[src/rtl/shift_register_fifo_rv_pkg.sv]
// Shared FIFO helpers: count-width derivation and per-slot load decode.
package shift_register_fifo_rv_pkg;

   typedef struct packed {
      logic load_in;     // slot captures the incoming write data
      logic load_shift;  // slot captures its upper neighbour (pop shift)
   } slot_sel_t;

   // Bits needed to hold an occupancy of 0..depth inclusive.
   function automatic int cnt_width(input int depth);
      return $clog2(depth + 1);
   endfunction

   // Decide what a given slot loads this cycle. A pop shifts every
   // occupied slot above the head down by one; a push lands on the first
   // free slot after that shift, so the write index is count - pop.
   function automatic slot_sel_t slot_sel(input int idx, input int cnt,
                                          input logic push, input logic pop);
      slot_sel_t s;
      int        wr_idx;
      wr_idx       = cnt - (pop ? 1 : 0);
      s.load_in    = push && (idx == wr_idx);
      s.load_shift = pop && ((idx + 1) < cnt);
      return s;
   endfunction

endpackage

[src/rtl/shift_register_fifo_rv_if.sv]
// Valid/ready stream bundle; master drives valid/data, slave drives ready.
interface shift_register_fifo_rv_if #(
   parameter int WIDTH = 8
);
   logic             valid;
   logic             ready;
   logic [WIDTH-1:0] data;

   modport master (output valid, output data, input ready);
   modport slave  (input valid, input data, output ready);
endinterface

[src/rtl/shift_register_fifo_rv_slot.sv]
// One FIFO storage slot: a resettable register with a load-in / shift / hold mux.
module shift_register_fifo_rv_slot #(
   parameter int WIDTH = 8
) (
   input  logic             clk,
   input  logic             rst,
   input  logic             load_in,
   input  logic             load_shift,
   input  logic [WIDTH-1:0] in_data,
   input  logic [WIDTH-1:0] up_data,
   output logic [WIDTH-1:0] q
);

   // Write data wins over the shift; the two never coincide for a legal decode.
   always_ff @(posedge clk) begin
      if (rst)             q <= '0;
      else if (load_in)    q <= in_data;
      else if (load_shift) q <= up_data;
   end

endmodule

[src/rtl/shift_register_fifo_rv.sv]
// Shift-register FIFO with valid/ready on both sides; the head is always slot 0.
module shift_register_fifo_rv
   import shift_register_fifo_rv_pkg::*;
#(
   parameter int WIDTH     = 8,
   parameter int DEPTH     = 8,
   parameter int AF_THRESH = DEPTH - 1,
   parameter int AE_THRESH = 1,
   parameter int CNTWID    = cnt_width(DEPTH)
) (
   input  logic                    clk,
   input  logic                    rst,
   input  logic                    flush,
   shift_register_fifo_rv_if.slave  in_s,
   shift_register_fifo_rv_if.master out_m,
   output logic [CNTWID-1:0]       count,
   output logic                    almost_full,
   output logic                    almost_empty
);

   generate
      if (WIDTH < 1 || DEPTH < 2 || AF_THRESH < 1 || AF_THRESH > DEPTH ||
          AE_THRESH < 0 || AE_THRESH > DEPTH - 1 || CNTWID != cnt_width(DEPTH)) begin : g_bad_param
         $error("shift_register_fifo_rv: illegal parameter combination");
      end
   endgenerate

   localparam logic [CNTWID-1:0] DEPTH_C = CNTWID'(DEPTH);
   localparam logic [CNTWID-1:0] AF_C    = CNTWID'(AF_THRESH);
   localparam logic [CNTWID-1:0] AE_C    = CNTWID'(AE_THRESH);

   logic             in_ready;
   logic             out_valid;
   logic             push;
   logic             pop;
   logic [WIDTH-1:0] slot_q [DEPTH];

   // Accepting while full is allowed only when the head leaves this same
   // cycle, hence the combinational out_ready term.
   assign out_valid = (count != '0) & ~flush & ~rst;
   assign in_ready  = ((count < DEPTH_C) | out_m.ready) & ~flush & ~rst;
   assign push      = in_s.valid & in_ready;
   assign pop       = out_valid & out_m.ready;

   assign in_s.ready  = in_ready;
   assign out_m.valid = out_valid;
   assign out_m.data  = slot_q[0];

   // Occupancy: reset and flush both empty the FIFO; otherwise track handshakes.
   always_ff @(posedge clk) begin
      if (rst)        count <= '0;
      else if (flush) count <= '0;
      else            count <= count + CNTWID'(push) - CNTWID'(pop);
   end

   // Flags come from the registered count only, so they have no input paths.
   assign almost_full  = (count >= AF_C);
   assign almost_empty = (count <= AE_C);

   generate
      for (genvar i = 0; i < DEPTH; i++) begin : g_slot
         slot_sel_t        sel;
         logic [WIDTH-1:0] up;

         assign sel = slot_sel(i, int'(count), push, pop);

         if (i == DEPTH - 1) begin : g_top
            assign up = '0;
         end else begin : g_mid
            assign up = slot_q[i+1];
         end

         shift_register_fifo_rv_slot #(.WIDTH(WIDTH)) u_slot (
            .clk        (clk),
            .rst        (rst),
            .load_in    (sel.load_in),
            .load_shift (sel.load_shift),
            .in_data    (in_s.data),
            .up_data    (up),
            .q          (slot_q[i])
         );
      end
   endgenerate

endmodule

[src/flat_wrapper.sv]
// flat-port wrapper written by rule: the top's interface ports become plain ports
module shift_register_fifo_rv_flat import shift_register_fifo_rv_pkg::*;
#(
   parameter int WIDTH     = 8,
   parameter int DEPTH     = 8,
   parameter int AF_THRESH = DEPTH - 1,
   parameter int AE_THRESH = 1,
   parameter int CNTWID    = cnt_width(DEPTH)
)
  (clk, rst, flush, count, almost_full, almost_empty, in_s_valid, in_s_data, in_s_ready, out_m_valid, out_m_data, out_m_ready);
  shift_register_fifo_rv_if #(.WIDTH(WIDTH)) in_s_i ();
  shift_register_fifo_rv_if #(.WIDTH(WIDTH)) out_m_i ();
  input  logic clk;
  input  logic rst;
  input  logic flush;
  output logic [CNTWID-1:0] count;
  output logic almost_full;
  output logic almost_empty;
  input wire logic [$bits(in_s_i.valid)-1:0] in_s_valid;
  input wire logic [$bits(in_s_i.data)-1:0] in_s_data;
  output wire logic [$bits(in_s_i.ready)-1:0] in_s_ready;
  output wire logic [$bits(out_m_i.valid)-1:0] out_m_valid;
  output wire logic [$bits(out_m_i.data)-1:0] out_m_data;
  input wire logic [$bits(out_m_i.ready)-1:0] out_m_ready;
  assign in_s_i.valid = in_s_valid;
  assign in_s_i.data = in_s_data;
  assign in_s_ready = in_s_i.ready;
  assign out_m_valid = out_m_i.valid;
  assign out_m_data = out_m_i.data;
  assign out_m_i.ready = out_m_ready;
  shift_register_fifo_rv #(.WIDTH(WIDTH), .DEPTH(DEPTH), .AF_THRESH(AF_THRESH), .AE_THRESH(AE_THRESH), .CNTWID(CNTWID)) u_core (.clk(clk), .rst(rst), .flush(flush), .in_s(in_s_i), .out_m(out_m_i), .count(count), .almost_full(almost_full), .almost_empty(almost_empty));
endmodule
[config.mk]
export PLATFORM = sky130hd
export DESIGN_NAME = shift_register_fifo_rv_flat
export DESIGN_NICKNAME = d
export VERILOG_FILES = /design/src/rtl/shift_register_fifo_rv_pkg.sv /design/src/rtl/shift_register_fifo_rv_if.sv /design/src/rtl/shift_register_fifo_rv_slot.sv /design/src/rtl/shift_register_fifo_rv.sv /design/src/flat_wrapper.sv
export SDC_FILE = /design/constraint.sdc
export NUM_CORES = 1
export LEC_CHECK = 0
export CORE_MARGIN = 4
export CORE_UTILIZATION = 53
export DETAILED_ROUTE_END_ITERATION = 16
export PLACE_DENSITY = 0.82
export SLEW_MARGIN = 0
export SYNTH_ARGS = -nofsm -noshare
export SYNTH_HDL_FRONTEND = slang
export SYNTH_SLANG_ARGS = --single-unit
[constraint.sdc]
create_clock -name clk -period 3.4 [get_ports clk]
set_input_delay 0.34 -clock clk [delete_from_list [all_inputs] [get_ports clk]]
set_output_delay 0.34 -clock clk [all_outputs]
set_load 0.05 [all_outputs]
==> results of run 1 <==
metrics by stage:
step / hold WS [ns] / power, W / instance area (um^2) / setup slack [ns]
floorplan: 0.466 / 0.000930 / 3630 / 0.126
global placement: 0.479 / 0.000994 / 4000 / 0.147
detailed placement: 0.488 / 0.000997 / 4000 / 0.0660
CTS: 0.499 / 0.00168 / 4210 / 0.204
global route: 0.530 / 0.00172 / 4210 / 0.0103
finish: 0.493 / 0.00167 / 4210 / 0.252
worst reg2reg max path: stages, from the launching register on:
cell	delay (ns)
sky130_fd_sc_hd__dfxtp_2	0.35
sky130_fd_sc_hd__inv_1	0.23
sky130_fd_sc_hd__ha_1	0.23
sky130_fd_sc_hd__nor3b_2	0.23
sky130_fd_sc_hd__nor2_1	0.10
sky130_fd_sc_hd__ha_1	0.22
sky130_fd_sc_hd__inv_1	0.08
sky130_fd_sc_hd__a21boi_0	0.09
sky130_fd_sc_hd__ha_1	0.19
sky130_fd_sc_hd__a31oi_1	0.28
sky130_fd_sc_hd__and3_1	0.37
sky130_fd_sc_hd__and2_1	0.52
sky130_fd_sc_hd__o31ai_2	0.13
Yosys cell counts (2+ instances only):
master,n,area (um^2)
sky130_fd_sc_hd__ha_1,13,163
sky130_fd_sc_hd__inv_1,10,37.5
sky130_fd_sc_hd__a21oi_4,2,32.5
sky130_fd_sc_hd__o21ai_0,17,85.1
sky130_fd_sc_hd__a211oi_1,2,15.0
sky130_fd_sc_hd__o31ai_1,29,218
sky130_fd_sc_hd__a21oi_1,25,125
sky130_fd_sc_hd__clkbuf_1,14,52.6
sky130_fd_sc_hd__nand4_1,16,100
sky130_fd_sc_hd__nand3_1,3,15.0
sky130_fd_sc_hd__mux2i_1,53,531
sky130_fd_sc_hd__nand2b_1,6,37.5
sky130_fd_sc_hd__dfxtp_1,68,1360
sky130_fd_sc_hd__nand2_1,14,52.6
sky130_fd_sc_hd__o311a_1,9,90.1
sky130_fd_sc_hd__and3_1,3,18.8
sky130_fd_sc_hd__xnor2_1,4,35.0
sky130_fd_sc_hd__buf_2,9,45.0
sky130_fd_sc_hd__nor2_1,10,37.5
sky130_fd_sc_hd__buf_6,2,22.5
sky130_fd_sc_hd__and2_1,4,25.0
sky130_fd_sc_hd__o31ai_2,8,100
sky130_fd_sc_hd__or3_1,5,31.3
sky130_fd_sc_hd__o211ai_1,16,120
sky130_fd_sc_hd__nor3b_1,3,22.5
registers in the layout, indices dropped and copies added (netlist names):
signal and flops:
u_core.count 4, u_core.g_slot.u_slot.q 64
final timing paths:
path                                                   start                            to  cells past startpoint
worst max-delay path                         u_core.count[2]  u_core.g_slot[5].u_slot.q[3]                     12
worst min-delay path            u_core.g_slot[7].u_slot.q[3]  u_core.g_slot[7].u_slot.q[3]                      2
worst max register to register               u_core.count[2]  u_core.g_slot[5].u_slot.q[3]                     12
worst min register to register  u_core.g_slot[7].u_slot.q[3]  u_core.g_slot[7].u_slot.q[3]                      2
power by group through the flow:
stage	logic, W	registers (W)	clock network [W]
5_1_grt	0.000182	0.000811	0.000726
2_1_floorplan	0.0000767	0.000853	0
6_report	0.000172	0.000811	0.000686
3_3_place_gp	0.000166	0.000828	0
4_1_cts	0.000169	0.000810	0.000696
3_5_place_dp	0.000168	0.000829	0
timing repair:
action                     CTS  global route
hold endpoints to repair     0             0
setup endpoints to repair    0             7
resized for setup            0             1
metal layers:
| metal | vias to the layer above | global-route usage |
|---|---|---|
| met2 | 138 | 0.385 |
| met5 | - | 0 |
| met1 | 1550 | 0.302 |
| li1 | 1472 | - |
| met4 | 0 | 0.0931 |
| met3 | 18 | 0.0567 |
kinds of logic after synthesis:
family	synth area share
adders and majority gates	0.0504
AOI/OAI and AO/OA	0.239
muxes	0.149
buffers and inverters	0.0456
xor gates and xnor gates	0.00966
DFF	0.376
and+or+nand+nor	0.130
area by class of cell:
| class | instances | area, um^2 |
|---|---|---|
| multi-input cells | 265 | 2110 |
| fillers | 528 | 2280 |
| flip-flops and latches | 68 | 1360 |
| clock buffers | 13 | 159 |
| well taps | 77 | 96.3 |
| inverters | 11 | 41.3 |
| clock inverters | 3 | 45.0 |
| repair buffers | 44 | 398 |
cell usage in the layout (no fill, tap or decap), types with 9 or more instances in the layout:
cell / n
sky130_fd_sc_hd__o311a_1: 9
sky130_fd_sc_hd__nand2_1: 14
sky130_fd_sc_hd__nor2_1: 10
sky130_fd_sc_hd__buf_4: 17
sky130_fd_sc_hd__o211ai_1: 16
sky130_fd_sc_hd__dfxtp_1: 66
sky130_fd_sc_hd__a21oi_1: 25
sky130_fd_sc_hd__mux2i_1: 53
sky130_fd_sc_hd__o31ai_1: 29
sky130_fd_sc_hd__inv_1: 10
sky130_fd_sc_hd__ha_1: 13
sky130_fd_sc_hd__clkbuf_8: 11
sky130_fd_sc_hd__o21ai_0: 17
sky130_fd_sc_hd__clkdlybuf4s50_1: 27
sky130_fd_sc_hd__nand4_1: 16
==> results.cfg, run 1 <==
[synthesis]
postSynthNetCount = 397
postSynthAreaPerCell_um2 = 9.80
synth.ff_latch_count = 68
netlist-cell-type-count = 50
postSynth.asyncResetShare = 0
yosysSeqAreaShare = 0.376
synthFlopType = sky130_fd_sc_hd__dfxtp_1
syn-instance-count = 370
synth_enable_flop_cells = 0
yosysWarningCount = 0
syn_area_um2 = 3620

[setup_path]
criticalPathCategory = reg -> reg
critPathRequiredTime_ns = 3.62
start_kind = flop
cpLargestDelayFamily = simple AND/OR/NAND/NOR gates
path_cells = inv_1 > ha_1 > nor3b_2 > nor2_1 > ha_1 > inv_1 > a21boi_0 > ha_1 > a31oi_1 > and3_1 > and2_1 > o31ai_2
critical_path_arrival_ns = 3.37
crit_path_end_kind = flop
path_buf_inv = 2
timing.reg2reg.setup_slack_ns = 0.25
crit_path_top_delay_cell = sky130_fd_sc_hd__and2_1
worst_stage_delay_on_the_critical_path_ns = 0.52
critical-path-top-cell-by-count = sky130_fd_sc_hd__ha_1
critical_path.max_fanout = 8

[detailed_routing]
met1_length_mm = 4.14
wire_per_inst_um = 19.8
detail_route.iter0.violations = 281
dr_total_vias = 3178
wl_met2_mm = 4.61
topRoutingLayerUsed = met4
wirelength_mm = 9.55
vias_per_cell = 6.61
drc_errors = 0
sum_of_met3_wire_segment_lengths_after_detailed_routing_um = 592
first_pass_iters = 5
route.antenna.remaining_nets = 0

[die]
floorplan.io_pins = 29
total_number_of_placement_rows = 29
chipWidth_um = 90.7
core_region_area_um2 = 6490
fp.dieH_um = 90.7
fp.dieArea_um2 = 8230
start_util = 0.558

[timing]
period_share = 0.926
max_clock_freq_ghz = 0.318
drv_slew = 0
tightest_slew_ns = 0.720
grt_setup_unrepaired = false
relSlewSlack = 0.520
skew_ns = 0.00521
min_period_ns = 3.15
final-hold-violation-count = 0
setup-tns-final_ns = 0
setup-violations-final = 0

[clocking]
clock_tree.buffer_depth = 2
cts_buffer_count = 9
postCtsSetupBuffers = 0
numClockSinks = 68
clk_root_buffer_cell = sky130_fd_sc_hd__clkbuf_8
cts-htree-levels = 3
holdBufCountCts = 0
clk_pin_slew_worst_paths_ns = 0.07
clkLatencyLatePin_ns = 0.34
cts_tree = done

[power]
switching_share = 0.256
cell_internal_pwr_w = 0.00124
sequentialPowerShare = 0.486
power.net_switching_w = 0.000427
clock_power_share = 0.411
vdd_ir_drop_max_mv = 0.334
pwr_density_cell_nw_per_um2 = 396
leakage_power_summed_over_all_cells_nw = 1.59
comb_power_share = 0.103

[flow_run]
cap_violations = 0

[grt]
global_route.overflow_total = 0
number_of_antenna_violations_at_the_first_check_in_global_routing = 0
first_global_vias = 3075
grt_first_pass_wirelength_mm = 15.8
grtUsageTotal = 0.237
grt_start_max_net_pins = 62

[placed_design]
placed_cells_incl_taps = 465
buffer_ports.inserted = 28
routabilityCongestion = 0.939
post-dp-hpwl_mm = 6.44

[finish]
share_of_final_layout_standard_cells_stronger_than_drive_strength_1 = 0.139
final_nets = 426
antennaDiodeCount = 0
fin_cells = 481
utilization = 0.649
area_delta_synth_final_pct = 16.2

[outcome]
run_status = finished, final reports clean

[min_path]
min-delay-path-class = reg -> reg
Power figures use the tool's default switching activity.
==> inputs of run 2 (changes only) <==
- CTS_CLUSTER_SIZE: not set -> 16
- TNS_END_PERCENT: not set -> 100
==> results of run 2 <==
Final layout, timing and power as in run 1 (identical DEF).
